**src/rtl/midi_note_tx_if.sv**
```systemverilog
// midi_note_tx_if
//   Bundles the key inputs and the MIDI OUT side of midi_note_tx.
//   The master side (controller/testbench) drives the key levels; the slave
//   side (the transmitter) drives the serial line and the busy flag.
//
//   Signals:
//     keys     [N_KEYS-1:0]  asynchronous key levels, 1 = pressed
//     midi_tx                MIDI serial output, idle 1
//     busy                   high while a message is being shifted out
interface midi_note_tx_if #(
    parameter int N_KEYS = 4
);
    logic [N_KEYS-1:0] keys;
    logic              midi_tx;
    logic              busy;

    modport master (
        output keys,
        input  midi_tx,
        input  busy
    );

    modport slave (
        input  keys,
        output midi_tx,
        output busy
    );
endinterface

```
**src/rtl/midi_note_tx.sv**
```systemverilog
// midi_note_tx
//   Watches N_KEYS key inputs and sends a MIDI Note On for every press and a
//   Note Off for every release on a 31250 baud 8N1 MIDI OUT line (idle high).
//   Keys that change while a message is going out are served afterwards,
//   lowest index first; a press and release that both happen before service
//   cancel out and send nothing.
//
//   Parameters:
//     BAUD_DIV   clk cycles per MIDI bit (>= 2)
//     N_KEYS     number of key inputs (1..16)
//     BASE_NOTE  note number of key 0; key k sends BASE_NOTE+k
//     CHANNEL    MIDI channel nibble (0..15)
//     VELOCITY   Note On velocity (1..127)
//
//   Ports:
//     clk        system clock
//     rst        asynchronous active-high reset
//     bus        midi_note_tx_if.slave: keys in, midi_tx / busy out
//
//   Optional feature: define MIDI_RUNNING_STATUS_EN to send Note Off as
//   Note On with velocity 0 and to drop the status byte whenever it equals
//   the last status byte sent (2-byte messages).
module midi_note_tx #(
    parameter int BAUD_DIV  = 3200,
    parameter int N_KEYS    = 4,
    parameter int BASE_NOTE = 60,
    parameter int CHANNEL   = 0,
    parameter int VELOCITY  = 100
) (
    input  logic          clk,
    input  logic          rst,
    midi_note_tx_if.slave bus
);
    localparam int            TW       = $clog2(BAUD_DIV);
    localparam logic [TW-1:0] BIT_LAST = TW'(BAUD_DIV - 1);
    localparam logic [7:0]    NOTE_ON  = 8'h90 | 8'(CHANNEL);
    localparam logic [7:0]    NOTE_OFF = 8'h80 | 8'(CHANNEL);
    localparam logic [7:0]    BASE_B   = 8'(BASE_NOTE);
    localparam logic [7:0]    VEL_B    = 8'(VELOCITY);
`ifdef MIDI_RUNNING_STATUS_EN
    localparam logic [7:0]    OFF_VEL  = 8'h00;
`else
    localparam logic [7:0]    OFF_VEL  = 8'h40;
`endif

    typedef enum logic [1:0] {IDLE, START, DATA, STOP} state_t;

    state_t            state;
    logic [N_KEYS-1:0] key_meta;
    logic [N_KEYS-1:0] key_s;
    logic [N_KEYS-1:0] sent_state;
    logic [N_KEYS-1:0] pending;
    logic [TW-1:0]     bit_timer;
    logic [2:0]        bit_idx;
    logic [1:0]        byte_idx;
    logic              ev_on;
    logic [3:0]        ev_key;
    logic              pick_valid;
    logic              pick_level;
    logic [3:0]        pick_idx;
    logic [7:0]        status_byte;
    logic [7:0]        cur_byte;
    logic              out_bit;
    logic              bit_end;
`ifdef MIDI_RUNNING_STATUS_EN
    logic [7:0]        last_status;
`endif

    always_ff @(posedge clk or posedge rst) begin
        if (rst) begin
            key_meta <= '0;
            key_s    <= '0;
        end else begin
            key_meta <= bus.keys;
            key_s    <= key_meta;
        end
    end

    assign pending = key_s ^ sent_state;
    assign bit_end = (bit_timer == BIT_LAST);

    // Scan downwards so the last hit, i.e. the lowest pending index, wins.
    always_comb begin
        pick_valid = 1'b0;
        pick_level = 1'b0;
        pick_idx   = 4'd0;
        for (int i = N_KEYS - 1; i >= 0; i--) begin
            if (pending[i]) begin
                pick_valid = 1'b1;
                pick_level = key_s[i];
                pick_idx   = 4'(i);
            end
        end
    end

`ifdef MIDI_RUNNING_STATUS_EN
    assign status_byte = NOTE_ON;
`else
    assign status_byte = ev_on ? NOTE_ON : NOTE_OFF;
`endif

    always_comb begin
        case (byte_idx)
            2'd0:    cur_byte = status_byte;
            2'd1:    cur_byte = BASE_B + {4'd0, ev_key};
            default: cur_byte = ev_on ? VEL_B : OFF_VEL;
        endcase
    end

    always_comb begin
        case (state)
            START:   out_bit = 1'b0;
            DATA:    out_bit = cur_byte[bit_idx];
            default: out_bit = 1'b1;
        endcase
    end

    // midi_tx and busy are registered copies of the current state's line
    // value, so they trail the state by one cycle: the start bit appears the
    // edge after IDLE picks an event, and every bit still lasts BAUD_DIV.
    always_ff @(posedge clk or posedge rst) begin
        if (rst) begin
            state       <= IDLE;
            sent_state  <= '0;
            bit_timer   <= '0;
            bit_idx     <= '0;
            byte_idx    <= '0;
            ev_on       <= 1'b0;
            ev_key      <= '0;
            bus.midi_tx <= 1'b1;
            bus.busy    <= 1'b0;
`ifdef MIDI_RUNNING_STATUS_EN
            last_status <= 8'h00;
`endif
        end else begin
            bus.midi_tx <= out_bit;
            bus.busy    <= (state != IDLE);
            case (state)
                IDLE: begin
                    bit_timer <= '0;
                    if (pick_valid) begin
                        ev_on  <= pick_level;
                        ev_key <= pick_idx;
                        for (int i = 0; i < N_KEYS; i++) begin
                            if (4'(i) == pick_idx) sent_state[i] <= key_s[i];
                        end
`ifdef MIDI_RUNNING_STATUS_EN
                        if (last_status == NOTE_ON) begin
                            byte_idx <= 2'd1;
                        end else begin
                            byte_idx    <= 2'd0;
                            last_status <= NOTE_ON;
                        end
`else
                        byte_idx <= 2'd0;
`endif
                        state <= START;
                    end
                end
                START: begin
                    if (bit_end) begin
                        bit_timer <= '0;
                        bit_idx   <= '0;
                        state     <= DATA;
                    end else begin
                        bit_timer <= bit_timer + 1'b1;
                    end
                end
                DATA: begin
                    if (bit_end) begin
                        bit_timer <= '0;
                        if (bit_idx == 3'd7) state <= STOP;
                        else bit_idx <= bit_idx + 1'b1;
                    end else begin
                        bit_timer <= bit_timer + 1'b1;
                    end
                end
                STOP: begin
                    if (bit_end) begin
                        bit_timer <= '0;
                        if (byte_idx == 2'd2) begin
                            state <= IDLE;
                        end else begin
                            byte_idx <= byte_idx + 1'b1;
                            state    <= START;
                        end
                    end else begin
                        bit_timer <= bit_timer + 1'b1;
                    end
                end
                default: state <= IDLE;
            endcase
        end
    end
endmodule

```
**src/flat_wrapper.sv**
```systemverilog
// flat-port wrapper written by rule: the top's interface ports become plain ports
module midi_note_tx_flat 
#(
    parameter int BAUD_DIV  = 3200,
    parameter int N_KEYS    = 4,
    parameter int BASE_NOTE = 60,
    parameter int CHANNEL   = 0,
    parameter int VELOCITY  = 100
)
  (clk, rst, bus_keys, bus_midi_tx, bus_busy);
  midi_note_tx_if #(.N_KEYS(N_KEYS)) bus_i ();
  input  logic clk;
  input  logic rst;
  input wire logic [$bits(bus_i.keys)-1:0] bus_keys;
  output wire logic [$bits(bus_i.midi_tx)-1:0] bus_midi_tx;
  output wire logic [$bits(bus_i.busy)-1:0] bus_busy;
  assign bus_i.keys = bus_keys;
  assign bus_midi_tx = bus_i.midi_tx;
  assign bus_busy = bus_i.busy;
  midi_note_tx #(.BAUD_DIV(BAUD_DIV), .N_KEYS(N_KEYS), .BASE_NOTE(BASE_NOTE), .CHANNEL(CHANNEL), .VELOCITY(VELOCITY)) u_core (.clk(clk), .rst(rst), .bus(bus_i));
endmodule
```
**config.mk**
```make
export PLATFORM = sky130hd
export DESIGN_NAME = midi_note_tx_flat
export DESIGN_NICKNAME = d
export VERILOG_FILES = /design/src/rtl/midi_note_tx_if.sv /design/src/rtl/midi_note_tx.sv /design/src/flat_wrapper.sv
export SDC_FILE = /design/constraint.sdc
export NUM_CORES = 1
export LEC_CHECK = 0
export CAP_MARGIN = 0
export CORE_ASPECT_RATIO = 0.75
export CORE_MARGIN = 1.5
export CORE_UTILIZATION = 43
export DETAILED_ROUTE_END_ITERATION = 16
export GPL_TIMING_DRIVEN = 0
export SYNTH_ARGS = -nofsm -noshare
export SYNTH_HDL_FRONTEND = slang
export SYNTH_SLANG_ARGS = --single-unit
export TNS_END_PERCENT = 5
```
**constraint.sdc**
```tcl
create_clock -name clk -period 2.15 [get_ports clk]
set_input_delay 0.3225 -clock clk [delete_from_list [all_inputs] [get_ports clk]]
set_output_delay 0.3225 -clock clk [all_outputs]
set_load 0.01 [all_outputs]
```
==> results of run 1 <==
cells in the mapped netlist, drive strengths merged, types with 2 or more instances:
master	number
a311o	2
nand3	10
and3	2
dfrtp	35
nor2	16
xnor2	12
clkbuf	3
o21ai	9
nand2b	2
nor4	4
nand2	13
ha	13
o21a	2
mux2	7
nand4	7
xor2	2
nor3	3
or3	2
inv	17
critical path, stage by stage, from the launching register on:
cell and delay [ns]:
dfrtp_2 0.44, or3_4 0.39, or4_4 0.42, buf_6 0.15, a221o_1 0.36, mux2_4 0.30
logic make-up (layout without fill, tap and decap cells):
group	after synthesis	count (layout)	share of synthesized area (%)
buf+inv	21	43	4.26
simple gates	63	63	16.9
fa+ha+maj	14	14	9.18
xor+xnor	14	14	6.52
mux	7	7	4.39
compound gates	28	28	10.8
flops	36	36	48.0
metrics by stage:
stage / hold slack (ns) / util (%) / power, W / cells / setup slack [ns]
global placement: 0.336 / 48.9 / 0.00174 / 245 / -0.106
detailed placement: 0.336 / 48.9 / 0.00177 / 245 / -0.119
floorplan: 0.331 / - / 0.00156 / 183 / 0.0425
finish: 0.349 / 53.2 / 0.00230 / 260 / -0.0277
CTS: 0.353 / 51.8 / 0.00231 / 254 / 0.00142
global route: 0.362 / 53.2 / 0.00248 / 260 / -0.0638
cells in the final DEF (no fill, tap or decap), types with 2 or more instances in the layout:
cell             Yosys  routed
xnor2_1             12      12
xor2_1               2       2
nor3_1               3       3
nand3_1             10      10
nor4_1               4       4
dfrtp_1             35      34
ha_1                13      12
nand4_1              6       6
nor2_1              16      16
nand2_1             13      13
inv_1               17      16
clkbuf_8             0       5
a311o_1              2       2
clkbuf_1             3       4
nand2b_1             2       2
o21a_1               2       2
mux2_2               6       6
clkdlybuf4s50_1      0       7
o21ai_0              9       9
buf_4                0       7
power groups by stage:
stage / Combinational [W] / Sequential [W] / Clock, W
after CTS: 0.000841 / 0.000970 / 0.000495
after floorplan: 0.000606 / 0.000952 / 0
final: 0.000858 / 0.000971 / 0.000472
after global routing: 0.000959 / 0.000986 / 0.000531
after detailed placement: 0.000797 / 0.000971 / 0
after global placement: 0.000777 / 0.000961 / 0
area by class of cell:
type | instances | area [um2]
multi-input combinational | 126 | 928
tap | 55 | 68.8
clock inverter | 1 | 8.76
sequential | 36 | 903
buffer | 4 | 23.8
fill | 380 | 1930
clock buffer | 7 | 76.3
timing repair buffer | 14 | 123
inverter | 17 | 63.8
state kept, by name, indices dropped and copies added, names as in the netlist:
name                flops
u_core.sent_state       4
u_core.key_meta         4
u_core.ev_on            1
u_core.bit_idx          3
u_core.bit_timer       12
u_core.state            2
u_core.bus.busy         1
u_core.byte_idx         2
u_core.ev_key           2
u_core.bus.midi_tx      1
u_core.key_s            4
routing by layer:
metal,wire length (um),up-vias
li1,-,684
met1,1730,671
met2,1500,24
met3,143,6
met4,51,0
met5,0,-
worst paths after layout:
| check | from | end | cells past startpoint |
|---|---|---|---|
| max in group asynchronous | rst | u_core.bit_timer[8] | 2 |
| worst min-delay path | u_core.key_meta[0] | u_core.key_s[0] | 0 |
| worst max-delay path | u_core.bit_timer[8] | u_core.state[1] | 5 |
| worst max register to register | u_core.bit_timer[8] | u_core.state[1] | 5 |
| min in group asynchronous | rst | u_core.bit_timer[2] | 2 |
| worst min register to register | u_core.key_meta[0] | u_core.key_s[0] | 0 |
repair_timing:
item	in CTS	in global routing
resized for setup	5	4
setup buffers	1	6
setup endpoints to repair	3	2
pin swaps	0	3
==> metrics.cfg, run 1 <==
[yosys]
ys_types=45
ys_seq_area_share_pct=48.0
mappedNetlistNets=202
synth_edf_count=0
yosysTopAreaCellShare_pct=46.6
yosysTopAreaCell=dfrtp_1
synth-async-reset-ratio_pct=100
syn_area_per_cell_um2=10.3
syn-cell-area_um2=1880
synth_flop_cell=dfrtp_1
netlist_instances=183
yosys_warnings=0
ys_ff_latch=36
yosys-top-cells-area=dfrtp_1 47%, ha_1 8.6%, xnor2_1 5.6%

[grt]
groute.layer.met2.usage_pct=25.6
gr-usage-met1_pct=22.2
grt_max_degree=37
antenna_found_initial=0
grt_overflow=0
grt.busiest_layer=met2
grt_util_met3_pct=6.56
grt_first_pass_wirelength_um=5930
grt.total_usage_pct=17.0
grt_pass1_vias=1308

[place]
dpl.hpwl_um=2400
gp_congestion=0.743
place_area_um2=2020
portBuffers=7

[die]
pin_count=8
core_um2=4130
rows=20
start_util_pct=45.5
fp.dieH_um=60.3
die_x_um=79.4
dieArea_um2=4780

[drt]
vias=1385
dr.pass1.iters=4
wl_per_cell_um=13.2
drt_iter0_drc=74
via_per_inst=5.33
wirelength_um=3430
antenna_left=0
drc=0

[run_status]
violations=setup timing
status=finished with violations

[layout]
fin_area_um2=2200
antennaDiodeCount=0
final_nets=223
syn_to_final_growth_pct=16.8
drive_gt1_share_pct=15.1

[timing]
rsz0062_at_grt=true
report.final.slew_viol_count=0
layout_setup_ws_ns=-0.0277
period_share_pct=101
fmax_mhz=459
fin_crit_ns=2.18
fin_worst_skew_ns=0.0113
finalHoldViolCount=0
max_slew_margin_pct=52.4
setup_tns_ns=-0.0277
finalSetupViolations=1
tightest_slew_ns=0.713

[critical_path]
worstPathArrival_ns=2.36
crit_fanout=7
critPathKind=flop to flop
reg2reg_slack_ns=-0.03
cp-end-kind=flop
startpoint_type=flop
required_ns=2.33

[clocking]
cts_buffer_depth=2
cts_sinks=36
path_clk_slew_ns=0.08
cts_root_buf=clkbuf_8
numCtsBuffers=5
clk_latency_ns=0.29
h-tree-depth=2
cts_tree=done
ctsHoldBuffers=0

[flow_run]
drv_cap=0

[power_and_ir_drop]
switching_share_pct=35.5
p_leak_nw=0.933
clkPwrFrac_pct=20.5
p_per_area_nw_per_um2=1050
p_seq_share_pct=42.2
power_frac_comb_pct=37.3
intPower_w=0.00148
peakVddDrop_v=0.000560
switchingPower_w=0.000816

[hold_path]
hold_class=flop to flop

Power figures use the tool's default switching activity.
==> run 2, diff against run 1 <==
--- a/config.mk
+++ b/config.mk
@@ -11,6 +11,7 @@
 export CORE_UTILIZATION = 43
 export DETAILED_ROUTE_END_ITERATION = 16
 export GPL_TIMING_DRIVEN = 0
+export SLEW_MARGIN = 20
 export SYNTH_ARGS = -nofsm -noshare
 export SYNTH_HDL_FRONTEND = slang
 export SYNTH_SLANG_ARGS = --single-unit
==> constraint.sdc (replaced) <==
create_clock -name clk -period 1.8 [get_ports clk]
set_input_delay 0.27 -clock clk [delete_from_list [all_inputs] [get_ports clk]]
set_output_delay 0.27 -clock clk [all_outputs]
set_load 0.01 [all_outputs]
==> run 2 against run 1 <==
Effect of this change:
- the flow still finishes with violations (setup timing)
- critical path depth increased by 1
- clock skew decreased by 0.0075 ns
- sequential share of layout area decreased by 0.95 points
- final cell count increased by 0.77%
- largest power group unchanged
- global-route usage increased by 1.2 points
- first-iteration DRC count increased by 31%
- wire length increased by 9.0%
- non-clock buffer count increased by 3
- count of clock-buffer cells in the layout decreased by 1
- core utilization increased by 1.2 points
==> metrics.cfg, run 2 (synthesis results as in run 1) <==
[layout]
fillers=369  ; -2.9%
antennaDiodeCount=0  ; unchanged
seq_area_um2=902  ; -0.14%
multi_input_area_um2=961  ; +3.5%
largest_register=u_core.bit_timer
drive_gt1_share_pct=17.9  ; +2.8 points
finish.utilization_pct=54.4  ; +1.2 points
final_common_cell=dfrtp_1
largest_reg_flops=12  ; unchanged
final_cell_mix=35 x dfrtp_1, 16 x inv_1, 16 x nor2_1
final_nets=226  ; +1.3%
syn_to_final_growth_pct=19.4

[timing]
setup_tns_ns=-0.914  ; -0.887 ns
report.final.slew_viol_count=0  ; unchanged
tightest_slew_ns=0.728  ; +0.0143 ns
holdWs_ns=0.351  ; +0.00158 ns
rsz0062_at_grt=true
fmax_mhz=472  ; +2.8%
period_share_pct=118  ; +16 points
finalSetupViolations=6  ; +5
fin_worst_skew_ns=0.00378  ; -0.00748 ns
max_slew_margin_pct=51.4  ; -0.96 points
finalHoldViolCount=0  ; unchanged
layout_setup_ws_ns=-0.319  ; -0.291 ns
fin_crit_ns=2.12  ; -0.0588 ns

[drt]
wl_per_cell_um=14.3  ; +8.2%
drt_iter0_drc=97  ; +31%
drc=0  ; unchanged
wirelength_um=3740  ; +9.0%
via_per_inst=5.29  ; -0.62%
dr.pass1.iters=4  ; unchanged
vias=1387  ; +0.14%
antenna_left=0  ; unchanged

[clocking]
cts_sinks=36  ; unchanged
cts_buffer_depth=2  ; unchanged
cts_tree=done
numCtsBuffers=5  ; unchanged
cts_root_buf=clkbuf_8
h-tree-depth=2  ; unchanged
clk_latency_ns=0.29  ; about the same
path_clk_slew_ns=0.07  ; about the same

[run_status]
status=finished with violations
violations=setup timing

[die]
core_um2=4130  ; unchanged
fp.dieH_um=60.3  ; unchanged
pin_count=8  ; unchanged
dieArea_um2=4780  ; unchanged
die_x_um=79.4  ; unchanged
start_util_pct=45.5  ; unchanged
rows=20  ; unchanged

[place]
gp_congestion=0.809  ; +9.0%
portBuffers=7  ; unchanged
post-place-ws_ns=-0.386  ; -0.266 ns
dpl.hpwl_um=2470  ; +2.7%

[critical_path]
startpoint_type=flop
required_ns=1.98  ; -0.35 ns
worstPathArrival_ns=2.30  ; -0.06 ns
critPathKind=flop to flop
reg2reg_slack_ns=-0.32  ; -0.29 ns
reg2reg_to=u_core.state[1]
r2r_cells=6  ; +1
crit_path_end=u_core.state[1]
crit_fanout=5  ; -2
startpoint=u_core.bit_timer[1]
cp-end-kind=flop
r2r-start=u_core.bit_timer[1]

[power_and_ir_drop]
p_leak_nw=0.954  ; +2.2%
peakVddDrop_v=0.000772  ; +38%
p_per_area_nw_per_um2=1250  ; +20%

[grt]
grt_max_degree=37  ; unchanged
grt.total_usage_pct=18.2  ; +1.2 points
grt_pass1_vias=1413  ; +8.0%
grt_first_pass_wirelength_um=6410  ; +8.0%
antenna_found_initial=0  ; unchanged
grt_overflow=0  ; unchanged

[flow_run]
drv_cap=0  ; unchanged

[hold_path]
hold_class=flop to flop

run 2: worst min path at each step:
stage	from	endpoint	slack (ns)	depth (start not counted)
6_report	u_core.key_meta[3]	u_core.key_s[3]	0.35	0
5_1_grt	u_core.key_meta[3]	u_core.key_s[3]	0.36	0
4_1_cts	u_core.key_meta[3]	u_core.key_s[3]	0.35	0
3_5_place_dp	u_core.key_meta[3]	u_core.key_s[3]	0.34	0
3_3_place_gp	u_core.key_meta[3]	u_core.key_s[3]	0.33	0
2_1_floorplan	bus_keys[0]	u_core.key_meta[0]	0.30	0
run 2: cell type report:
class | count | share of cell area, %
buffer | 4 | 1.17
clock buffer | 6 | 3.23
clock inverter | 1 | 0.223
inverter | 17 | 2.84
multi-input combinational | 126 | 42.8
sequential | 36 | 40.2
tap | 55 | 3.07
timing repair buffer | 17 | 6.47
run 2: critical path, stage by stage, from the launching register on:
cell,delay [ns]
dfrtp_1,0.40
ha_4,0.17
nand4_4,0.10
or4_4,0.55
buf_6,0.14
a221o_1,0.35
mux2_4,0.31
run 2: what timing repair did:
action | 4_1_cts | 5_1_grt
setup buffers | 8 | 2
endpoints found under the setup margin | 17 | 19
hold buffers | 0 | 0
gates resized for setup | 9 | 5
pin swaps | 4 | 4
run 2: metal layers:
layer	vias to the layer above	routed length [um]	GRT usage, %
li1	691	-	-
met1	659	1740	22.9
met2	28	1760	29.2
met3	9	164	5.50
met4	0	68	8.02
met5	-	0	0
run 2: stage by stage:
stage / total power [W] / area (um2) / cells
2_1_floorplan: 0.00190 / 1900 / 183
3_3_place_gp: 0.00211 / 2040 / 245
3_5_place_dp: 0.00216 / 2040 / 245
4_1_cts: 0.00279 / 2210 / 260
5_1_grt: 0.00302 / 2240 / 262
6_report: 0.00281 / 2240 / 262
run 2: report_power, final:
group          switching (W)  internal [W]  leakage, nW  total, W
logic               0.000574      0.000532        0.458   0.00111
clock network       0.000281      0.000263       0.0410  0.000544
registers           0.000165      0.000996        0.455   0.00116
total                0.00102       0.00179        0.954   0.00281
==> run 3, diff against run 2 <==
--- a/config.mk
+++ b/config.mk
@@ -11,7 +11,6 @@
 export CORE_UTILIZATION = 43
 export DETAILED_ROUTE_END_ITERATION = 16
 export GPL_TIMING_DRIVEN = 0
-export SLEW_MARGIN = 20
 export SYNTH_ARGS = -nofsm -noshare
 export SYNTH_HDL_FRONTEND = slang
 export SYNTH_SLANG_ARGS = --single-unit
==> results of run 3 <==
Same layout as run 2: the final DEF is identical, and so are final timing and power.
Main changes from that run: wire length of the first global-routing pass 6410 um -> 6420 um; via count of the first global-routing pass 1413 -> 1416; met1 usage 22.9% -> 23.0%
